==> src/rtl/addsub_serial_nbits.sv <==
// addsub_serial_nbits: multi-cycle two's-complement adder/subtractor.
// Processes CHUNK bits of a WIDTH-bit A +/- B per clock (N = WIDTH/CHUNK cycles per op).
// A start/busy/done handshake frames each operation. Status flags are registered with the
// result.
//
// Parameters:
//   WIDTH     operand/result width (>= 2)
//   CHUNK     bits processed per cycle (1..WIDTH, must divide WIDTH)
// Ports:
//   clk       rising-edge clock
//   reset     synchronous, active-high
//   start     request, sampled only in IDLE or DONE
//   A, B      operands, sampled on the accepting edge
//   select    0 = A+B, 1 = A-B, sampled on the accepting edge
//   busy      high while the operation runs
//   done      one-cycle pulse, result and flags valid
//   sum       registered result, held until the next completion
//   carry_out carry from the MSB (subtract: 1 = no borrow)
//   overflow  signed overflow
//   zero      sum == 0
// Optional feature: define ADDSUB_STATUS_FLAGS_EN to compute overflow and zero.
// Without it, both outputs are tied to 0.
module addsub_serial_nbits #(
    parameter int unsigned WIDTH = 8,
    parameter int unsigned CHUNK = 2
) (
    input  logic             clk,
    input  logic             reset,
    input  logic             start,
    input  logic [WIDTH-1:0] A,
    input  logic [WIDTH-1:0] B,
    input  logic             select,
    output logic             busy,
    output logic             done,
    output logic [WIDTH-1:0] sum,
    output logic             carry_out,
    output logic             overflow,
    output logic             zero
);

    localparam int unsigned N    = WIDTH / CHUNK;
    localparam int unsigned CntW = $clog2(N + 1);

    if (WIDTH < 2 || CHUNK == 0 || CHUNK > WIDTH || (WIDTH % CHUNK) != 0) begin : gen_param_err
        $error("addsub_serial_nbits: illegal WIDTH/CHUNK combination");
    end

    typedef enum logic [1:0] {StIdle, StRun, StDone} state_e;

    state_e            state_q, state_d;
    logic [WIDTH-1:0]  a_sh_q, a_sh_d;
    logic [WIDTH-1:0]  b_sh_q, b_sh_d;
    logic [WIDTH-1:0]  res_sh_q, res_sh_d;
    logic [WIDTH-1:0]  res_next;
    logic              carry_q, carry_d;
    logic [CntW-1:0]   cnt_q, cnt_d;
    logic [WIDTH-1:0]  sum_q;
    logic              carry_out_q;
    logic              accept;
    logic              last;
    logic [CHUNK:0]    chunk_sum;

    assign accept = start && (state_q == StIdle || state_q == StDone);
    assign last   = (state_q == StRun) && (cnt_q == CntW'(1));

    // Low chunk of the shifted operands plus the running carry; bit CHUNK is the chunk carry.
    assign chunk_sum = {1'b0, a_sh_q[CHUNK-1:0]} + {1'b0, b_sh_q[CHUNK-1:0]}
                     + (CHUNK + 1)'(carry_q);

    // Partial sums enter from the MSB side, so after N chunks the result is in place.
    always_comb begin
        res_next = res_sh_q >> CHUNK;
        res_next[WIDTH-1 -: CHUNK] = chunk_sum[CHUNK-1:0];
    end

    // FSM state register
    always_ff @(posedge clk) begin
        if (reset) begin
            state_q <= StIdle;
        end else begin
            state_q <= state_d;
        end
    end

    // FSM next state
    always_comb begin
        state_d = state_q;
        case (state_q)
            StIdle:  if (start) state_d = StRun;
            StRun:   if (cnt_q == CntW'(1)) state_d = StDone;
            StDone:  state_d = start ? StRun : StIdle;
            default: state_d = StIdle;
        endcase
    end

    // FSM outputs
    always_comb begin
        busy = (state_q == StRun);
        done = (state_q == StDone);
    end

    // Datapath next state
    always_comb begin
        a_sh_d   = a_sh_q;
        b_sh_d   = b_sh_q;
        res_sh_d = res_sh_q;
        carry_d  = carry_q;
        cnt_d    = cnt_q;
        if (accept) begin
            // Subtraction is A + ~B + 1: invert B and seed the carry with select.
            a_sh_d  = A;
            b_sh_d  = select ? ~B : B;
            carry_d = select;
            cnt_d   = CntW'(N);
        end else if (state_q == StRun) begin
            a_sh_d   = a_sh_q >> CHUNK;
            b_sh_d   = b_sh_q >> CHUNK;
            res_sh_d = res_next;
            carry_d  = chunk_sum[CHUNK];
            cnt_d    = cnt_q - CntW'(1);
        end
    end

    always_ff @(posedge clk) begin
        if (reset) begin
            a_sh_q      <= '0;
            b_sh_q      <= '0;
            res_sh_q    <= '0;
            carry_q     <= 1'b0;
            cnt_q       <= '0;
            sum_q       <= '0;
            carry_out_q <= 1'b0;
        end else begin
            a_sh_q   <= a_sh_d;
            b_sh_q   <= b_sh_d;
            res_sh_q <= res_sh_d;
            carry_q  <= carry_d;
            cnt_q    <= cnt_d;
            if (last) begin
                sum_q       <= res_next;
                carry_out_q <= chunk_sum[CHUNK];
            end
        end
    end

    assign sum       = sum_q;
    assign carry_out = carry_out_q;

`ifdef ADDSUB_STATUS_FLAGS_EN
    logic overflow_q;
    logic zero_q;
    logic msb_cin;

    // Carry into the MSB recovered from the MSB sum bit and its two operand bits.
    assign msb_cin = chunk_sum[CHUNK-1] ^ a_sh_q[CHUNK-1] ^ b_sh_q[CHUNK-1];

    always_ff @(posedge clk) begin
        if (reset) begin
            overflow_q <= 1'b0;
            zero_q     <= 1'b0;
        end else if (last) begin
            overflow_q <= msb_cin ^ chunk_sum[CHUNK];
            zero_q     <= (res_next == '0);
        end
    end

    assign overflow = overflow_q;
    assign zero     = zero_q;
`else
    assign overflow = 1'b0;
    assign zero     = 1'b0;
`endif

endmodule

==> config.mk <==
export PLATFORM = sky130hd
export DESIGN_NAME = addsub_serial_nbits
export DESIGN_NICKNAME = d
export VERILOG_FILES = /design/src/rtl/addsub_serial_nbits.sv
export SDC_FILE = /design/constraint.sdc
export NUM_CORES = 1
export LEC_CHECK = 0
export CAP_MARGIN = 15
export CORE_MARGIN = 3
export CORE_UTILIZATION = 45
export CTS_CLUSTER_SIZE = 24
export DETAILED_ROUTE_END_ITERATION = 10
export GPL_TIMING_DRIVEN = 1
export PLACE_DENSITY = 0.72
export SYNTH_ARGS = -nofsm -noshare
export SYNTH_HDL_FRONTEND = slang
export SYNTH_SLANG_ARGS = --single-unit
==> constraint.sdc <==
create_clock -name clk -period 1.8 [get_ports clk]
set_clock_uncertainty 0.2 [all_clocks]
set_input_delay 0.18 -clock clk [delete_from_list [all_inputs] [get_ports clk]]
set_output_delay 0.18 -clock clk [all_outputs]
set_load 0.02 [all_outputs]
; ---- After elaboration in Yosys (flattened, before gate mapping)
; Index checks and enable logic that the tools add are counted.
[classes]
add_sub_neg = 3
eq_ne = 5
muxes = 13
n_bitwise = 2
reduce_logical = 8
[ops]
columns = operator, n
row1 = $mux W8, 5
row2 = $not A8 Y8, 1
row3 = $mux W3, 2
row4 = $pmux W2 S3, 1
row5 = $mux W2, 2
row6 = $reduce_and A2 Y1, 2
row7 = $add A2 B2 Y3, 1
row8 = $add A3 B1 Y3, 1
row9 = $eq A3 B1 Y1 const B, 1
row10 = $mux W1, 3
row11 = $sub A3 B1 Y3 const B, 1
row12 = $eq A2 B1 Y1 const B, 1
row13 = $eq A2 B2 Y1 const B, 1
row14 = $logic_and A1 B1 Y1, 2
row15 = $logic_not A2 Y1, 1
row16 = $ne A2 B1 Y1 const B, 1
row17 = $ne A2 B2 Y1 const B, 1
row18 = $reduce_bool A2 Y1, 1
row19 = $reduce_or A2 Y1, 1
row20 = $logic_or A1 B1 Y1, 1
row21 = $not A1 Y1, 1
[totals]
regBits = 39
input_bits = 20
output_inout_bits = 13
wordCells = 40

; ---- Logic depth before layout (Yosys ltp)
; Gate-level depths: netlist (run 1).
[logic_depth]
depth_word = 5
depth_mapped = 7
mapped_depth_nobuf = 5

; ---- Least setup slack after synthesis (run 1)
; OpenSTA, ideal clock, no wires.
[synth_path]
path_type = reg-to-reg
start = register a_sh_q[0]
end = register carry_q
setup_ns = 0.103
arrival_time_ns = 1.455
required_time_ns = 1.497
slack_ns = 0.041
path_stages_with_launch = 5
n_path_buf = 0
period_less_slack_ns = 1.759
path_cell_list = dfxtp_1 > inv_1 > fa_1 > fa_1 > a2111oi_2
[synth_via]
elab_chain_cells = 4
[synth_lines]
columns = item, line
row1 = from (decl), 51  ; logic [WIDTH-1:0] a_sh_q, a_sh_d;
row2 = from (signal assigned), 134  ; a_sh_q <= a_sh_d;
row3 = $add A2 B2 Y3, 67  ; assign chunk_sum = {1'b0, a_sh_q[CHUNK-1:0]} + {1'b0, b_sh_q[CHUNK-1:0]}
row4 = $add A3 B1 Y3, 68  ; + (CHUNK + 1)'(carry_q);
row5 = $mux W1, 115  ; end else if (state_q == StRun) begin
row6 = $mux W1, 109  ; if (accept) begin
row7 = to (signal assigned), 137  ; carry_q <= carry_d;
row8 = to (decl), 55  ; logic carry_q, carry_d;
; Every way passes these cells. The select of a mux whose other input is x is not followed.
; A chain may end at the register's enable or synchronous reset.

; ---- Final worst setup path (run 1)
; Same ends and word-level chain as after synthesis.

==> reports/results.tsv, run 1 <==
metric	value	unit
routed length per placed instance	12.4	µm
hold_sp	A[7]	
top post-synthesis cells by area	dfxtp_1, a21oi_1, mux2i_1, xor2_1, nand2_1	
clock transition at the registers of the reported paths	100	ps
synthesized instance count	176	
r2r startpoint	a_sh_q[0]$_SDFFE_PP0P_	
drt first pass iters	4	
global placement routability congestion	0.726	
Post-synth top flop	dfxtp_1	
GRT Max-Usage Layer	met2	
YS warnings	0	
hold path cells	3	
HP Class	in2reg	
Area Growth Syn to Fin	24.7	%
met3 usage	4.59	%
IR drop worst, VDD	0.488	mV
Netlist cell types	31	
die area	4400	µm²
Crit Path Class	reg2reg	
Final Setup Violations	0	
Worst-Skew Late Latency	330	ps
met1 usage	18.1	%
count of inserted antenna diode cells	0	
Crit-path slowest cell	fa_2	
share of layout cells above drive strength 1	12.2	%
synthesized area per cell	9.30	µm²
drt via density	5.20	
DR vias	1306	
Final Max Tran Viols	0	
number of global-route vias before repair	1242	
nets	228	
Detail Route Antenna Nets	0	
global-route wire length before repair	5420	µm
number of fillers in the final layout	328	
Final min period	1750	ps
outcome	completed	
grt total ovfl	0	
met2 Track Usage GR	28.5	%
slowest cell delay on critical path	390	ps
synthesis-stage register bit count	37	
leakage	0.721	nW
CP most frequent cell	fa_2	
RSZ-0062 raised after global routing	false	
clock root buffer	clkbuf_4	
Core Area	3420	µm²
WP data required	1830	ps
IO Port Bufs	30	
TritonCTS buffer count	5	
top-area cell type share of the netlist area	45.3	%
Worst Setup End Kind	register	
hold worst-path end	a_sh_q[7]$_SDFFE_PP0P_	
largest net degree at the start of global routing	38	
final worst-path cycle share	97.3	%
total power draw	1.62	mW
crit path cell chain	inv_1, fa_2, fa_2, a2111oi_4	
pre-CTS setup slack	-39.6	ps
drt initial violations	73	
nature of the critical path startpoint	register	
Critical Path Fanout Max	2	
Layout Utilization	59.7	%
Seq/Total Area, Yosys	45.3	%
CTS tree	yes	
EDFF count, synth	0	
netlist area before placement	1640	µm²
maximum clock path buffer count	2	
Reg2Reg Depth	4	
Worst Path Arrival	1780	ps
Post-synth ARST share	0	%
CP startpoint	a_sh_q[0]$_SDFFE_PP0P_	
Achievable Freq	571	MHz
I/O pin count	33	
Initial Util	47.9	%
area leader, netlist	dfxtp_1	
number of antenna violations at the first check in global routing	0	
Power per Cell Area	794	nW/µm²
dpl hpwl	2100	µm
DIE WIDTH	66.3	µm
CTS H-tree lvls	2	
# rows	21	
Hold Vio Cnt, Final	0	
residual DRC count	0	
WL final	3120	µm
CTS Sinks	37	
Global Route Usage Sum	16.1	%
Reg2Reg Setup Slack	50	ps
die height	66.3	µm
Max-cap violations	0	
r2r endpoint	carry_q$_SDFFE_PP0P_	
PnR worst setup slack	48.8	ps
## synth_stat cells (3+ instances only)
library cell   n
a211oi_1       3
a211oi_2       3
a21oi_1       14
a22oi_1        6
a311oi_1       4
buf_2          6
buf_4          5
clkbuf_1       3
dfxtp_1       37
inv_1          8
mux2i_1        7
nand2_1       15
nand3_1        9
nor2_1        12
nor2_2         3
nor2b_1        3
nor3_1         9
o22ai_1        4
xor2_1         8
## routing by layer
metal,vias up,routed length [µm],share of wire (%)
met5,-,0,0
met4,0,26,0.83
met3,2,160,5.1
met2,32,1530,49
met1,620,1400,45
li1,652,-,-
## critical path: cells and delay by family, from the launching register on
| kind | cells | cell delay (ps) |
|---|---|---|
| adders and majority gates | 2 | 770 |
| DFF | 1 | 330 |
| AOI/OAI and AO/OA | 1 | 300 |
| buffers and inverters | 1 | 60 |
## placed cells by master (no fill, tap or decap)
cell type        netlist  routed
a2111oi_2              2       1
a2111oi_4              0       1
a211oi_1               3       3
a211oi_2               3       3
a21oi_1               14      14
a22oi_1                6       6
a311oi_1               4       4
and4bb_1               1       1
buf_12                 0       3
buf_4                  5       5
clkbuf_1               3       3
clkbuf_4               0       5
clkdlybuf4s50_1        0      28
conb_1                 1       2
dfxtp_1               37      36
dfxtp_2                0       1
dlygate4sd2_1          0       2
fa_2                   0       2
ha_1                   2       2
inv_1                  8       8
inv_2                  1       1
mux2i_1                7       7
nand2_1               15      15
nand2b_1               2       2
nand3_1                9       9
nor2_1                12      12
nor2_2                 3       3
nor2b_1                3       3
nor3_1                 9       9
o21ai_1                1       1
o22ai_1                4       4
xnor2_1                1       1
xor2_1                 8       8
## cells by family after synthesis
logic type                 count (synthesis)  synth area share (%)
and+or+nand+nor                           54                  15.5
AOI/OAI and AO/OA                         37                  16.5
other                                      1                 0.229
xor gates and xnor gates                   9                  4.82
muxes                                      7                  4.28
adders and majority gates                  4                  3.98
DFF                                       37                  45.3
buffers and inverters                     27                  9.40
## state kept, by name, summed over array words and instances (netlist names)
name       cells
carry_q        1
a_sh_q         8
carry_out      1
cnt_q          3
res_sh_q       6
b_sh_q         8
state_q        2
sum            8
## area by class of cell
cell class | instances | area (µm²) | area share [%]
tap | 46 | 57.6 | 2.82
multi-input combinational | 113 | 763 | 37.4
clock buffer | 8 | 48.8 | 2.39
inverter | 9 | 33.8 | 1.66
timing repair buffer | 38 | 395 | 19.4
sequential | 37 | 742 | 36.4
## where the power goes
group | total (mW) | switching (mW) | internal [mW]
combinational | 0.311 | 0.162 | 0.149
sequential | 0.901 | 0.0304 | 0.871
clock | 0.408 | 0.252 | 0.156
## through the flow
stage          cells  hold slack, ps  setup TNS [ps]  cell area (µm²)
5_1_grt          251             197               0             2040
3_5_place_dp     243             249           -39.6             1980
6_report         251             197               0             2040
3_3_place_gp     243             245               0             1980
2_1_floorplan    177             116               0             1640
4_1_cts          251             192               0             2030
## what timing repair did
action,CTS,global route
setup endpoints to repair,4,2
hold buffers,0,0
pin swaps,1,1
gates resized for setup,4,2
buffers inserted,0,0
## worst max-delay path by stage
stage	endpoint	slack, ps	depth (start not counted)
floorplan	carry_q$_SDFFE_PP0P_	40	4
global placement	carry_q$_SDFFE_PP0P_	30	4
detailed placement	carry_q$_SDFFE_PP0P_	-40	4
CTS	carry_q$_SDFFE_PP0P_	10	4
global route	carry_q$_SDFFE_PP0P_	8	4
finish	carry_q$_SDFFE_PP0P_	50	4
Note: power is estimated with default switching activity, not from simulation.
==> run 2: changes to the inputs <==
- MAX_ROUTING_LAYER: default -> met4
- REMOVE_ABC_BUFFERS: default -> 1
==> reports/results.tsv, run 2 (synthesized netlist as in run 1, its figures left out) <==
metric	value	unit
outcome	completed	
residual DRC count	0	
Initial Util	47.9	%
WP data required	1840	ps
clock transition at the registers of the reported paths	100	ps
Area Growth Syn to Fin	25.7	%
die area	4400	µm²
number of fillers in the final layout	317	
cell area after layout	2060	µm²
area occupied by multi-input gates	768	µm²
leakage	0.733	nW
Core Area	3420	µm²
die height	66.3	µm
nets	229	
Power per Cell Area	790	nW/µm²
drt initial violations	39	
CTS H-tree lvls	2	
drt via density	5.17	
final worst-path cycle share	98.5	%
post-CTS setup buffer count	0	
Achievable Freq	564	MHz
IO Port Bufs	30	
grt total ovfl	0	
CP startpoint	carry_q$_SDFFE_PP0P_	
Worst Path Arrival	1810	ps
maximum clock path buffer count	2	
WL final	3220	µm
IR drop worst, VDD	0.321	mV
Layout Utilization	60.2	%
largest net degree at the start of global routing	38	
Global Route Usage Sum	16.9	%
DR vias	1302	
count of inserted antenna diode cells	0	
Detail Route Antenna Nets	0	
CTS Sinks	37	
Hold Vio Cnt, Final	0	
r2r startpoint	carry_q$_SDFFE_PP0P_	
TritonCTS buffer count	5	
Worst Setup End Kind	register	
routed length per placed instance	12.8	µm
Max-cap violations	0	
Critical Path Fanout Max	2	
I/O pin count	33	
CTS tree	yes	
clock root buffer	clkbuf_4	
Crit Path Class	reg2reg	
nature of the critical path startpoint	register	
# rows	21	
commonest non-fill, non-tap cell in the layout	dfxtp_1	
share of layout cells above drive strength 1	15.0	%
global placement routability congestion	0.745	
Final Setup Violations	0	
HP Class	in2reg	
placed cell areas	1980	µm²
DIE WIDTH	66.3	µm
hold_sp	A[7]	
final setup TNS	0	ps
Reg2Reg Setup Slack	30	ps
number of global-route vias before repair	1304	
commonest cells after routing, fill and taps aside	dfxtp_1, clkdlybuf4s50_1, nand2_1	
Final min period	1770	ps
total power draw	1.63	mW
dpl hpwl	2220	µm
drt first pass iters	4	
Worst-Skew Late Latency	340	ps
number of antenna violations at the first check in global routing	0	
global-route wire length before repair	5570	µm
Final Max Tran Viols	0	
register area	743	µm²
==> run 2: cell count changes in the layout (fill, tap and decap cells not counted), sizes merged <==
cell and change:
buf +1, clkinv +2, clkbuf -2
==> run 2: timing repair <==
item | in CTS | in global routing
hold endpoints to repair | 0 | 0
hold buffers | 0 | 0
gates cloned | 0 | 0
resized for setup | 3 | 6
endpoints found under the setup margin | 4 | 2
pin swaps | 0 | 2
==> run 2: worst paths after layout <==
check                              to  cells past startpoint
min            a_sh_q[7]$_SDFFE_PP0P_                      3
min reg2reg  res_sh_q[3]$_SDFFE_PP0P_                      2
max reg2reg      carry_q$_SDFFE_PP0P_                      4
max              carry_q$_SDFFE_PP0P_                      4
==> run 2: critical path, stage by stage (launching register included) <==
cell       delay (ps)
dfxtp_2           350
inv_2              40
fa_2              380
fa_2              410
a2111oi_4         300
==> run 2: report_power, final <==
group | switching, mW | total [mW] | internal (mW)
logic | 0.166 | 0.317 | 0.151
clock network | 0.259 | 0.408 | 0.149
registers | 0.0293 | 0.900 | 0.871
total | 0.455 | 1.63 | 1.17
==> run 2: stage by stage <==
step	instances	hold slack (ps)	setup slack [ps]
floorplan	159	44.6	-23.6
global placement	244	243	22.8
detailed placement	244	254	-31.4
global route	252	188	-13.6
finish	252	193	26.4
CTS	252	181	3.62
==> run 2: final cells by class <==
type | instances | share of cell area (%)
Inverter | 9 | 1.64
Tap cell | 46 | 2.80
Sequential cell | 37 | 36.1
Multi-Input combinational cell | 113 | 37.3
Clock buffer | 6 | 2.01
Timing Repair Buffer | 39 | 19.6
Clock inverter | 2 | 0.487
==> run 2: routing by layer <==
layer / routed length (µm) / part of all wire [%] / GRT usage [%]
met3: 168 / 5.2 / 5.44
met2: 1610 / 50 / 28.7
met5: 0 / 0 / -
met1: 1400 / 43 / 18.5
met4: 45 / 1.4 / 5.58
